===== src/rtl/adder_arb_pkg.sv =====
// ---------------------------------------------------------------------------
// adder_arb_pkg
// Shared definitions for the arbitrated 16-bit add/subtract block:
//   state_t  - controller states (IDLE, CALC, HOLD)
//   ADD/SUB  - values of the per-requester add_ctrl bit
//   WIDTH_C  - operand width of the shared slice (fixed at 16)
// ---------------------------------------------------------------------------
package adder_arb_pkg;

    typedef enum logic [1:0] {
        IDLE = 2'd0,
        CALC = 2'd1,
        HOLD = 2'd2
    } state_t;

    localparam logic ADD = 1'b0;
    localparam logic SUB = 1'b1;

    localparam int WIDTH_C = 16;

endpackage


===== src/rtl/addsub_16.sv =====
// ---------------------------------------------------------------------------
// addsub_16
// Combinational 16-bit add/subtract slice.
//   a, b      in  16 : operands
//   add_ctrl  in  1  : ADD (0) or SUB (1)
//   sum       out 16 : result
//   c_out     out 1  : carry out on add, no-borrow (a >= b) on subtract
//   o         out 1  : two's-complement overflow
// ---------------------------------------------------------------------------
module addsub_16
    import adder_arb_pkg::*;
(
    input  logic [WIDTH_C-1:0] a,
    input  logic [WIDTH_C-1:0] b,
    input  logic               add_ctrl,
    output logic [WIDTH_C-1:0] sum,
    output logic               c_out,
    output logic               o
);

    logic [WIDTH_C-1:0] b_eff;
    logic [WIDTH_C:0]   total;

    // Subtract is A + ~B + 1, so the carry out is the no-borrow flag and
    // overflow reduces to the add rule applied to the effective B operand.
    always_comb begin
        b_eff = (add_ctrl == SUB) ? ~b : b;
        total = {1'b0, a} + {1'b0, b_eff} + {{WIDTH_C{1'b0}}, add_ctrl};
        sum   = total[WIDTH_C-1:0];
        c_out = total[WIDTH_C];
        o     = (a[WIDTH_C-1] == b_eff[WIDTH_C-1]) &&
                (sum[WIDTH_C-1] != a[WIDTH_C-1]);
    end

endmodule


===== src/rtl/adder_arb_16.sv =====
// ---------------------------------------------------------------------------
// adder_arb_16
// Shares one 16-bit add/subtract slice among N_REQ requesters. A round-robin
// arbiter grants one requester in IDLE, its operands are registered, the
// slice result is captured in CALC and held on the response port in HOLD
// until rsp_ready.
//
// Build option: define ADDER_ARB_FIXED_PRI_EN for fixed priority (lowest
// index wins, no round-robin pointer).
//
// Ports:
//   clk, rst_n                 clock, asynchronous active-low reset
//   req_valid   in  N_REQ       request pending per requester
//   req_ready   out N_REQ       one-hot grant (combinational, IDLE only)
//   req_A/req_B in  N_REQ*WIDTH operands, requester i at [16i+15:16i]
//   req_add_ctrl in N_REQ       0 = add, 1 = subtract
//   rsp_valid   out 1           result held
//   rsp_ready   in  1           consumer accepts the result
//   rsp_id      out ID_W        granted requester index
//   rsp_SUM, rsp_C_out, rsp_O   result, carry/no-borrow, overflow
// ---------------------------------------------------------------------------
module adder_arb_16
    import adder_arb_pkg::*;
#(
    parameter  int N_REQ = 4,
    parameter  int WIDTH = WIDTH_C,
    localparam int ID_W  = (N_REQ > 1) ? $clog2(N_REQ) : 1
) (
    input  logic                   clk,
    input  logic                   rst_n,
    input  logic [N_REQ-1:0]       req_valid,
    output logic [N_REQ-1:0]       req_ready,
    input  logic [N_REQ*WIDTH-1:0] req_A,
    input  logic [N_REQ*WIDTH-1:0] req_B,
    input  logic [N_REQ-1:0]       req_add_ctrl,
    output logic                   rsp_valid,
    input  logic                   rsp_ready,
    output logic [ID_W-1:0]        rsp_id,
    output logic [WIDTH-1:0]       rsp_SUM,
    output logic                   rsp_C_out,
    output logic                   rsp_O
);

    if (WIDTH != WIDTH_C) begin : g_width_chk
        $error("adder_arb_16 supports WIDTH == 16 only");
    end

    state_t state, state_nxt;

    logic            found;
    logic [ID_W-1:0] scan_idx;
    logic [ID_W-1:0] grant;
    logic            take;

    logic [WIDTH-1:0] a_p0, b_p0;
    logic             op_p0;
    logic [ID_W-1:0]  id_p0;

    logic [WIDTH-1:0] sum_p1;
    logic             c_p1, o_p1;

`ifndef ADDER_ARB_FIXED_PRI_EN
    logic [ID_W-1:0] rr_ptr;
`endif

    // Scan requesters starting at the priority head; the first valid wins.
    always_comb begin
        found    = 1'b0;
        grant    = '0;
        scan_idx = '0;
        for (int k = 0; k < N_REQ; k++) begin
`ifdef ADDER_ARB_FIXED_PRI_EN
            scan_idx = ID_W'(k);
`else
            scan_idx = ID_W'((int'(rr_ptr) + k) % N_REQ);
`endif
            if (!found && req_valid[scan_idx]) begin
                grant = scan_idx;
                found = 1'b1;
            end
        end
    end

    assign take = (state == IDLE) && found;

    // Gated by rst_n so no grant is advertised while reset is asserted.
    assign req_ready = (take && rst_n) ? (N_REQ'(1) << grant) : '0;

    always_ff @(posedge clk or negedge rst_n) begin
        if (!rst_n) begin
            state <= IDLE;
        end else begin
            state <= state_nxt;
        end
    end

    always_comb begin
        state_nxt = state;
        case (state)
            IDLE:    if (found)     state_nxt = CALC;
            CALC:                   state_nxt = HOLD;
            HOLD:    if (rsp_ready) state_nxt = IDLE;
            default:                state_nxt = IDLE;
        endcase
    end

    // ---- stage p0: operands of the granted requester ----
    always_ff @(posedge clk or negedge rst_n) begin
        if (!rst_n) begin
            a_p0  <= '0;
            b_p0  <= '0;
            op_p0 <= ADD;
            id_p0 <= '0;
`ifndef ADDER_ARB_FIXED_PRI_EN
            rr_ptr <= '0;
`endif
        end else if (take) begin
            a_p0  <= req_A[int'(grant)*WIDTH +: WIDTH];
            b_p0  <= req_B[int'(grant)*WIDTH +: WIDTH];
            op_p0 <= req_add_ctrl[grant];
            id_p0 <= grant;
`ifndef ADDER_ARB_FIXED_PRI_EN
            rr_ptr <= (grant == ID_W'(N_REQ - 1)) ? '0 : grant + ID_W'(1);
`endif
        end
    end

    addsub_16 u_addsub (
        .a        (a_p0),
        .b        (b_p0),
        .add_ctrl (op_p0),
        .sum      (sum_p1),
        .c_out    (c_p1),
        .o        (o_p1)
    );

    // ---- stage p1: response registers, held until accepted ----
    always_ff @(posedge clk or negedge rst_n) begin
        if (!rst_n) begin
            rsp_valid <= 1'b0;
            rsp_id    <= '0;
            rsp_SUM   <= '0;
            rsp_C_out <= 1'b0;
            rsp_O     <= 1'b0;
        end else if (state == CALC) begin
            rsp_valid <= 1'b1;
            rsp_id    <= id_p0;
            rsp_SUM   <= sum_p1;
            rsp_C_out <= c_p1;
            rsp_O     <= o_p1;
        end else if ((state == HOLD) && rsp_ready) begin
            rsp_valid <= 1'b0;
        end
    end

endmodule


===== config.mk =====
export PLATFORM = sky130hd
export DESIGN_NAME = adder_arb_16
export DESIGN_NICKNAME = d
export VERILOG_FILES = /design/src/rtl/adder_arb_pkg.sv /design/src/rtl/addsub_16.sv /design/src/rtl/adder_arb_16.sv
export SDC_FILE = /design/constraint.sdc
export NUM_CORES = 1
export LEC_CHECK = 0
export ABC_AREA = 1
export CAP_MARGIN = 20
export CORE_MARGIN = 3
export CORE_UTILIZATION = 29
export CTS_BUF_LIST = sky130_fd_sc_hd__clkbuf_8
export CTS_CLUSTER_DIAMETER = 40
export DETAILED_ROUTE_END_ITERATION = 12
export GPL_TIMING_DRIVEN = 0
export MAX_ROUTING_LAYER = met4
export PLACE_DENSITY_LB_ADDON = 0.1
export SETUP_SLACK_MARGIN = 0.02
export SYNTH_ARGS = -nofsm -noshare
export SYNTH_HDL_FRONTEND = slang
export SYNTH_SLANG_ARGS = --single-unit
export TNS_END_PERCENT = 50

===== constraint.sdc =====
create_clock -name clk -period 2.6 [get_ports clk]
set_input_delay 0.26 -clock clk [delete_from_list [all_inputs] [get_ports clk]]
set_output_delay 0.26 -clock clk [all_outputs]
set_load 0.05 [all_outputs]

======== Word level (Yosys, flattened, before mapping) ========
Index checks and enable logic that the tools add are counted.
storage, ports and cells
  bits of input ports ..................... 139
  memories ................................ 0
  latch bits .............................. 0
  memory bits (writable) .................. 0
  output and inout port bits .............. 25
  flip-flop bits (word level) ............. 60
  logic and storage cells ................. 72
  memory bits (read-only) ................. 0
operators by class
  eq/ne operators ......................... 7
  multipliers ............................. 0
  bitwise operators ....................... 1
  div/mod/pow operators ................... 0
  shift-type cells ........................ 3
  $add $sub $neg .......................... 6
  multiplexer cells ....................... 26
  $lt $le $gt $ge ......................... 5
  reduce and logical (&&, ||, !) cells .... 13
operators with widths
  kind                   number
  $shiftx A64 B7 Y16     2
  $add A16 B16 Y17       1
  $add A17 B1 Y17        1
  $mux W16               1
  $not A16 Y16           1
  $lt A2 B3 Y1 const B   5
  $mux W2                7
  $mux W1                11
  $bmux W1 S2            5
  $logic_and A1 B1 Y1    7
  $pmux W2 S3            1
  $add A2 B1 Y2 const B  2
  $add A2 B2 Y2 const B  2
  $eq A2 B2 Y1 const B   2
  $mux W4                1
  $ne A2 B2 Y1 const B   2
  $shl A1 B2 Y4 const A  1
  $logic_not A1 Y1       3
  $eq A2 B1 Y1 const B   1
  $logic_not A2 Y1       1
  $reduce_and A2 Y1      1
  $reduce_bool A2 Y1     1
  $eq A1 B1 Y1           1
  $ne A1 B1 Y1           1

======== Depth between registers and ports, before layout ========
Gate-level depths: netlist of run 1.
  word-level depth ........................ 15
  gate-level depth with buffers ........... 16
  depth with buffers taken out ............ 14

======== By module ========
Synthesis of run 1 repeated with hierarchy kept, for this count alone.
second synthesis, totals
  cell total of the unflattened synthesis .. 807
  area total of the unflattened synthesis .. 5036.1 um2
modules (own cells, without submodules)
  module        instances  seq. area each (um2)  cells an instance  area each (um2)
  adder_arb_16  1          1501.4                634                3953.8
  addsub_16     1          0.0                   173                1082.3

======== Least setup slack after synthesis of run 1 ========
Ideal clock, no wire load.
  kind .................................... reg-to-output
  start ................................... register rr_ptr[0]
  end ..................................... output req_ready[1]
  stages on the path, launching flop included .. 15
  required time ........................... 2.340 ns
  buffers on the path ..................... 2
  path slack .............................. 0.072 ns
  arrival time ............................ 2.268 ns
  cell sequence ........................... dfrtp_1 > buf_6 > inv_6 > nand2_1 > nand2_1 > nand2_1 > nand2_1 > nor2_4 > nand3_1 > nand2_1 > nor2_4 > buf_2 > ha_1 > inv_1 > nor2_1
between the ends
  word-level cells in the longest chain between the ends .. 15
  elaborated cells on any way between the ends .. 29
  those cells by class .................... add/sub: 3; shift: 1; mux: 17; reduce/logical: 8
RTL lines
  item                                                    line                 RTL
  start, declared                                         adder_arb_16.sv:63   logic [ID_W-1:0] rr_ptr;
  start signal, assigned                                  adder_arb_16.sv:123  rr_ptr <= (grant == ID_W'(N_REQ - 1)) ? '0 : grant + ID_W'(1);
  branches (longest 14 deep; another with $add A2 B1 Y2)  --
  $mux W4 *                                               adder_arb_16.sv:87   assign req_ready = (take && rst_n) ? (N_REQ'(1) << grant) : '0;
  end, declared                                           adder_arb_16.sv:32   output logic [N_REQ-1:0] req_ready,
Mark *: on every way between the ends. The select of a mux whose other input is x is not followed.

======== Worst setup path in the final report of run 1 ========
  start ................................... register rr_ptr[0]
  end ..................................... output req_ready[3]
between the ends
  elaborated cells on any way between the ends .. 29
  those cells by class .................... add/sub: 3; shift: 1; mux: 17; reduce/logical: 8
RTL lines
  item                                                    line                RTL
  branches (longest 11 deep; another with $add A2 B1 Y2)  --
  $mux W2 *                                               adder_arb_16.sv:77  if (!found && req_valid[scan_idx]) begin
  named net grant[1]                                      adder_arb_16.sv:52  logic [ID_W-1:0] grant;
  $shl A1 B2 Y4 *                                         adder_arb_16.sv:87
  $mux W4 *                                               adder_arb_16.sv:87
Mark *: on every way through the listed nets, which the timed path passes. The select of a mux whose other input is x is not followed.

==> out/qor.yml, run 1 <==
status:
  status: "complete, but fails checks"
  violations: "hold timing"
worst_setup_path:
  critical_path_arrival_ns: 2.25
  cp-start-kind: "flip-flop"
  critical_path_class: "reg -> out"
  cp-end-kind: "output pin"
  cp_max_fo: 6
  cp.required_ns: 2.34
yosys:
  synthTopCellsByArea: "dfrtp_1 31%, nand2_1 21%, nand3_1 13%"
  syn_area_per_cell_um2: 6.49
  synth_area_um2: 4880
  synth.distinct_cells: 36
  yosysWarnings: 0
  synth_top_area_share_pct: 30.8
  yosysTopAreaCell: "dfrtp_1"
  async_flop_share_pct: 100
  ys.flop_type: "dfrtp_1"
  synth_edf_count: 0
  yosysSeqAreaShare_pct: 30.8
  ys_ff_latch: 60
  syn_inst: 752
  syn-num-nets: 912
timing:
  hold-worst-slack_ns: -0.00327
  finalWorstSetupSlack_ns: 0.0910
  final-hold-violation-count: 3
  grt_setup_unrepaired: "true"
  fin_crit_sh_pct: 96.5
  relSlewSlack_pct: 46.9
  skew_ns: 0.0126
  setup_violations: 0
  worst_pin_slew_ns: 0.796
  final.setup.tns_ns: 0
  max_freq_mhz: 399
  drv_slew: 0
  fin_crit_ns: 2.51
cells_and_area:
  area_delta_synth_final_pct: 50.5
  utilization_pct: 45.4
  drive_gt1_share_pct: 12.6
  nFillCells: 1705
  stdcell_area_um2: 7340
  fin_nets: 1103
clock_tree:
  root_buffer: "clkbuf_8"
  worstSkewPairLatency_ns: 0.35
  numClockSinks: 60
  cts_hold_buf: 0
  ctsHtreeMaxLevel: 3
  clk_pin_slew_worst_paths_ns: 0.07
  cts_made_buffers: 9
  cts_tree: "yes"
  clock_path_buffers: 2
worst_hold_path:
  hold_class: "in -> async"
place:
  hpwl_um: 13600
  io_buffers: 163
  gp_congestion: 0.839
  place_ws_ns: -0.669
  dpl-instance-area_um2: 6780
routing:
  avgRoutedWirePerCell_um: 14.5
  viasPerCell: 4.55
  dr_total_vias: 5295
  drtIter0Drc: 201
  routed_wirelength_um: 16900
  first_pass_iters: 4
  remaining_drc_errors: 0
  ant_nets: 0
floorplanning:
  die_y_um: 136
  initial_utilization_pct: 30.2
  die_x_um: 136
  core-area_um2: 16200
  die_area_um2: 18400
  num_rows: 46
  io-pin-count: 164
power:
  peakVddDrop_mv: 0.571
  power.density_nw_per_um2: 1620
  p_leak_nw: 3.74
global_routing:
  grt_pass1_vias: 5257
  antenna_found_initial: 1
  grt_max_degree: 62
  grt-ovfl-total: 0
  grt_usage_pct: 19.2
  grt_pass1_wl_um: 26800
run:
  cap_viol_max_count: 0
-- metrics by stage --
step,cells,power [mW]
after floorplan,752,7.82
after global placement,1131,10.2
after detailed placement,1131,10.2
after CTS,1154,11.5
after global routing,1165,13.2
final,1165,11.9
-- layout make-up --
class	instances	area, um^2	share of cell area [%]
Antenna cell	1	2.50	0.0341
Clock buffer	11	151	2.06
Timing Repair inverter	1	8.76	0.119
Sequential cell	60	1500	20.5
Multi-Input combinational cell	549	2930	39.8
Clock inverter	5	50.0	0.682
Buffer	36	238	3.24
Tap cell	216	270	3.68
Timing Repair Buffer	180	1770	24.0
Inverter	106	428	5.83
-- power breakdown --
group | leakage (nW) | internal (mW) | switching [mW]
Combinational | 2.90 | 3.47 | 5.74
Clock | 0.109 | 0.489 | 0.404
Sequential | 0.735 | 1.45 | 0.356
Total | 3.74 | 5.40 | 6.50
-- sequential cells by signal, summed over array words and instances (netlist names) --
| register | count |
|---|---|
| rr_ptr | 2 |
| a_p0 | 16 |
| rsp_O | 1 |
| rsp_SUM | 16 |
| rsp_C_out | 1 |
| state | 2 |
| id_p0 | 2 |
| rsp_id | 2 |
| op_p0 | 1 |
| b_p0 | 16 |
| rsp_valid | 1 |
-- per-layer routing --
metal	wire (um)	vias up	part of all wire, %	GRT usage, %
li1	-	2785	-	-
met1	7620	2366	45	24.4
met2	7970	119	47	30.5
met3	952	25	5.6	4.49
met4	368	0	2.2	5.77
met5	0	-	0	-
-- cells in the mapped netlist (2+ instances only) --
cell	number
o21ai_0	22
nand2_1	269
buf_2	20
o21bai_1	3
clkbuf_1	7
ha_1	20
nor2_1	19
inv_2	5
a21o_1	3
buf_6	4
dfrtp_1	60
inv_1	99
nor2_4	3
or2_2	2
xnor2_1	6
a31oi_1	5
nand4_1	29
nand2_2	2
xor2_1	15
nand3_1	122
buf_4	5
nand3_2	2
nand2_4	2
nor2_2	2
a21oi_1	15
-- repair_timing --
action | in CTS | in global routing
pin swaps | 7 | 19
setup buffers | 7 | 9
gates cloned | 1 | 1
setup endpoints to repair | 13 | 10
gates resized for setup | 48 | 47
hold endpoints to repair | 0 | 0
-- critical path: stages, from the launching register on --
cell      delay [ns]
dfrtp_1         0.38
buf_6           0.17
clkinv_8        0.08
nand2_4         0.07
nand2_4         0.07
nand2_2         0.08
nand2_2         0.06
nor2_4          0.13
nand3_1         0.10
nand2_2         0.09
nor2_4          0.05
buf_6           0.13
inv_6           0.06
ha_4            0.12
inv_2           0.03
nor2_2          0.11
buf_6           0.17
-- final timing paths --
| kind | start | to | cells after the start | slack, ns |
|---|---|---|---|---|
| setup / recovery | rr_ptr[0] | req_ready[3] | 16 | 0.09 |
| hold / removal | rst_n | rsp_valid | 1 | -0.003 |
| setup reg to reg | op_p0 | rsp_SUM[8] | 9 | 0.24 |
| hold reg to reg | rsp_id[0] | rsp_id[0] | 2 | 0.47 |
| max in group asynchronous | rst_n | rr_ptr[1] | 1 | 2.04 |
| min in group clk | rsp_id[0] | rsp_id[0] | 2 | 0.47 |
-- cell families (layout without fill, tap and decap cells) --
logic type	count (synthesis)	in the layout	share of synthesized area [%]
DFF	60	60	30.8
other	0	1	0
xor gates and xnor gates	21	21	3.77
adders and majority gates	21	21	5.54
buffers and inverters	143	339	12.6
AOI/OAI and AO/OA	52	52	5.97
and+or+nand+nor	455	455	41.3
-- layout by cell type, fill, tap and decap left out, types with 4 or more instances in the layout --
cell | netlist | layout
nor2_4 | 3 | 5
clkdlybuf4s50_1 | 0 | 158
a31oi_1 | 5 | 5
a21oi_1 | 15 | 14
inv_2 | 5 | 4
buf_4 | 5 | 22
nand2_2 | 2 | 11
nand4_1 | 29 | 29
buf_2 | 20 | 16
o21ai_0 | 22 | 20
nand2_4 | 2 | 8
xnor2_1 | 6 | 6
nor2_1 | 19 | 16
dfrtp_1 | 60 | 59
xor2_1 | 15 | 15
nand3_1 | 122 | 119
clkbuf_8 | 0 | 11
inv_1 | 99 | 96
buf_6 | 4 | 10
ha_1 | 20 | 16
nand2_1 | 269 | 254
clkbuf_1 | 7 | 7
clkinv_2 | 0 | 4
(Power assumes the default switching activity.)
==> inputs of run 2 (changes only) <==
--- a/config.mk
+++ b/config.mk
@@ -6,8 +6,7 @@
 export NUM_CORES = 1
 export LEC_CHECK = 0
 export ABC_AREA = 1
-export CAP_MARGIN = 20
-export CORE_MARGIN = 3
+export CAP_MARGIN = 40
 export CORE_UTILIZATION = 29
 export CTS_BUF_LIST = sky130_fd_sc_hd__clkbuf_8
 export CTS_CLUSTER_DIAMETER = 40
==> constraint.sdc (replaced) <==
create_clock -name clk -period 2.8 [get_ports clk]
set_input_delay 0.28 -clock clk [delete_from_list [all_inputs] [get_ports clk]]
set_output_delay 0.28 -clock clk [all_outputs]
set_load 0.05 [all_outputs]
==> out/qor.yml, run 2 (synthesis gave the netlist of run 1 again) <==
status:
  status: "complete, but fails checks"
  violations: "DRC"
timing:
  grt_setup_unrepaired: "true"
  fin_crit_ns: 2.66
  hold-worst-slack_ns: 0.0147  # +0.0179 ns
  drv_slew: 0  # unchanged
  skew_ns: 0.00741  # -0.00518 ns
  final-hold-violation-count: 0  # -3
  fin_crit_sh_pct: 95.0
  final.setup.tns_ns: 0  # unchanged
  max_freq_mhz: 376
  setup_violations: 0  # unchanged
  relSlewSlack_pct: 46.5  # -0.39 points
  worst_pin_slew_ns: 0.802  # +0.00584 ns
worst_setup_path:
  cp-end-kind: "output pin"
  cp_max_fo: 11  # +5
  cp.required_ns: 2.52  # +0.18 ns
  reg2reg_to: "rsp_SUM[12]"
  worstSetupEndpoint: "req_ready[1]"
  ff2ff_path_depth: 13  # +4
  critPathLaunch: "rr_ptr[0]"
  critical_path_arrival_ns: 2.38  # +0.13 ns
  cp-start-kind: "flip-flop"
  critical_path_class: "reg -> out"
  r2r_slack_ns: 0.29  # +0.05 ns
  timing.rr.start: "op_p0"
place:
  dpl-instance-area_um2: 6780  # about the same
  gp_congestion: 0.820  # -2.3%
  hpwl_um: 13300  # -2.5%
  dp_cells: 1135  # +0.35%
  io_buffers: 163  # unchanged
routing:
  first_pass_iters: 8  # +4
  dr_total_vias: 5214  # -1.5%
  viasPerCell: 4.50  # -1.0%
  remaining_drc_errors: 2  # +2
  drtIter0Drc: 208  # +3.5%
  ant_nets: 0  # unchanged
  avgRoutedWirePerCell_um: 14.0  # -3.7%
  routed_wirelength_um: 16200  # -4.2%
floorplanning:
  die_x_um: 132  # -2.9%
  die_y_um: 132  # -2.9%
  num_rows: 47  # +2.2%
  io-pin-count: 164  # unchanged
  core-area_um2: 16500  # +2.2%
  die_area_um2: 17300  # -5.8%
  initial_utilization_pct: 29.5  # -0.64 points
power:
  peakVddDrop_mv: 0.586  # +2.6%
  p_leak_nw: 3.64  # -2.8%
  power.density_nw_per_um2: 1480  # -8.9%
cells_and_area:
  stdcell_area_um2: 7070  # -3.6%
  layout_common_cells: "267 x nand2_1, 158 x clkdlybuf4s50_1, 122 x nand3_1, 99 x inv_1, 60 x dfrtp_1"
  seqCellArea_um2: 1500  # about the same
  stdcell_count: 1159  # -0.52%
  final_common_cell: "nand2_1"
  area_delta_synth_final_pct: 45.0
  multi_input_area_um2: 2790  # -4.7%
  nFillCells: 1786  # +4.8%
  drive_gt1_share_pct: 8.84  # -3.7 points
  fin_nets: 1094  # -0.82%
  largestRegisters: "a_p0 (16), b_p0 (16), rsp_SUM (16)"
  antennaDiodeCount: 0  # -1
global_routing:
  grt_pass1_wl_um: 26600  # -0.85%
  grt_pass1_vias: 5098  # -3.0%
  met1_usage_pct: 26.2  # +1.8 points
  grt.busiest_layer: "met2"
  grt_max_degree: 62  # unchanged
  grt-ovfl-total: 0  # unchanged
  grt_usage_pct: 20.3  # +1.1 points
  grt_use_met3_pct: 4.28  # -0.21 points
  antenna_found_initial: 0  # -1
  grt_use_met2_pct: 32.3  # +1.8 points
worst_hold_path:
  hold_class: "in -> async"
clock_tree:
  numClockSinks: 60  # unchanged
  ctsHtreeMaxLevel: 3  # unchanged
  clock_path_buffers: 2  # unchanged
  cts_hold_buf: 0  # unchanged
  worstSkewPairLatency_ns: 0.35  # about the same
  clk_pin_slew_worst_paths_ns: 0.07  # about the same
  cts_tree: "yes"
  root_buffer: "clkbuf_8"
  cts_made_buffers: 9  # unchanged
run:
  cap_viol_max_count: 0  # unchanged
## run 2: cell type report
cell class                 instances  share of cell area [%]
inverter                         106                    5.80
buffer                            36                    3.17
tap                              220                    3.89
sequential                        60                    21.2
clock inverter                     6                   0.566
timing repair buffer             172                    24.0
multi-input combinational        549                    39.4
clock buffer                      10                    1.95
## run 2: where the power goes
| group | leakage (nW) | total, mW | internal, mW | switching, mW |
|---|---|---|---|---|
| clock network | 0.0803 | 0.713 | 0.341 | 0.372 |
| registers | 0.736 | 1.67 | 1.34 | 0.332 |
| logic | 2.82 | 8.06 | 2.95 | 5.11 |
## run 2: timing repair
item,4_1_cts,5_1_grt
gates resized for setup,27,17
endpoints found under the setup margin,6,6
setup buffers,2,7
pin swaps,1,4
## run 2: routing by layer
layer	vias to the layer above	wire length [um]	share of wire [%]
li1	2776	-	-
met1	2306	7640	47
met2	119	7610	47
met3	13	771	4.8
met4	0	169	1.0
met5	-	0	0
## run 2: how the worst min path moves through the flow
stage,start,end,slack (ns),depth (start not counted)
floorplan,rst_n,a_p0[0],-0.02,0
global placement,rsp_id[0],rsp_id[0],0.46,2
detailed placement,rst_n,rsp_valid,0.43,1
CTS,rst_n,rsp_valid,0.04,1
global route,rst_n,rsp_valid,0.08,1
finish,rst_n,rsp_valid,0.01,1
## run 2: worst max-delay path: stages (launching register included)
cell and delay (ns):
dfrtp_1 0.38, buf_6 0.15, inv_6 0.09, nand2_1 0.05
nand2_1 0.12, nand2_1 0.07, nand2_1 0.10, nor2_4 0.06
nand3_1 0.08, nand2_2 0.07, nor2_4 0.11, buf_4 0.19
ha_1 0.17, inv_1 0.04, nor2_1 0.15, buf_6 0.18
## run 2: stage by stage
| stage | setup slack (ns) | power [mW] | util, % |
|---|---|---|---|
| floorplan | 0.252 | 7.26 | - |
| global placement | -1.88 | 9.50 | 41.1 |
| detailed placement | -0.557 | 9.51 | 41.1 |
| CTS | -0.0209 | 10.3 | 42.2 |
| global route | -0.00795 | 11.6 | 42.8 |
| finish | 0.141 | 10.4 | 42.8 |
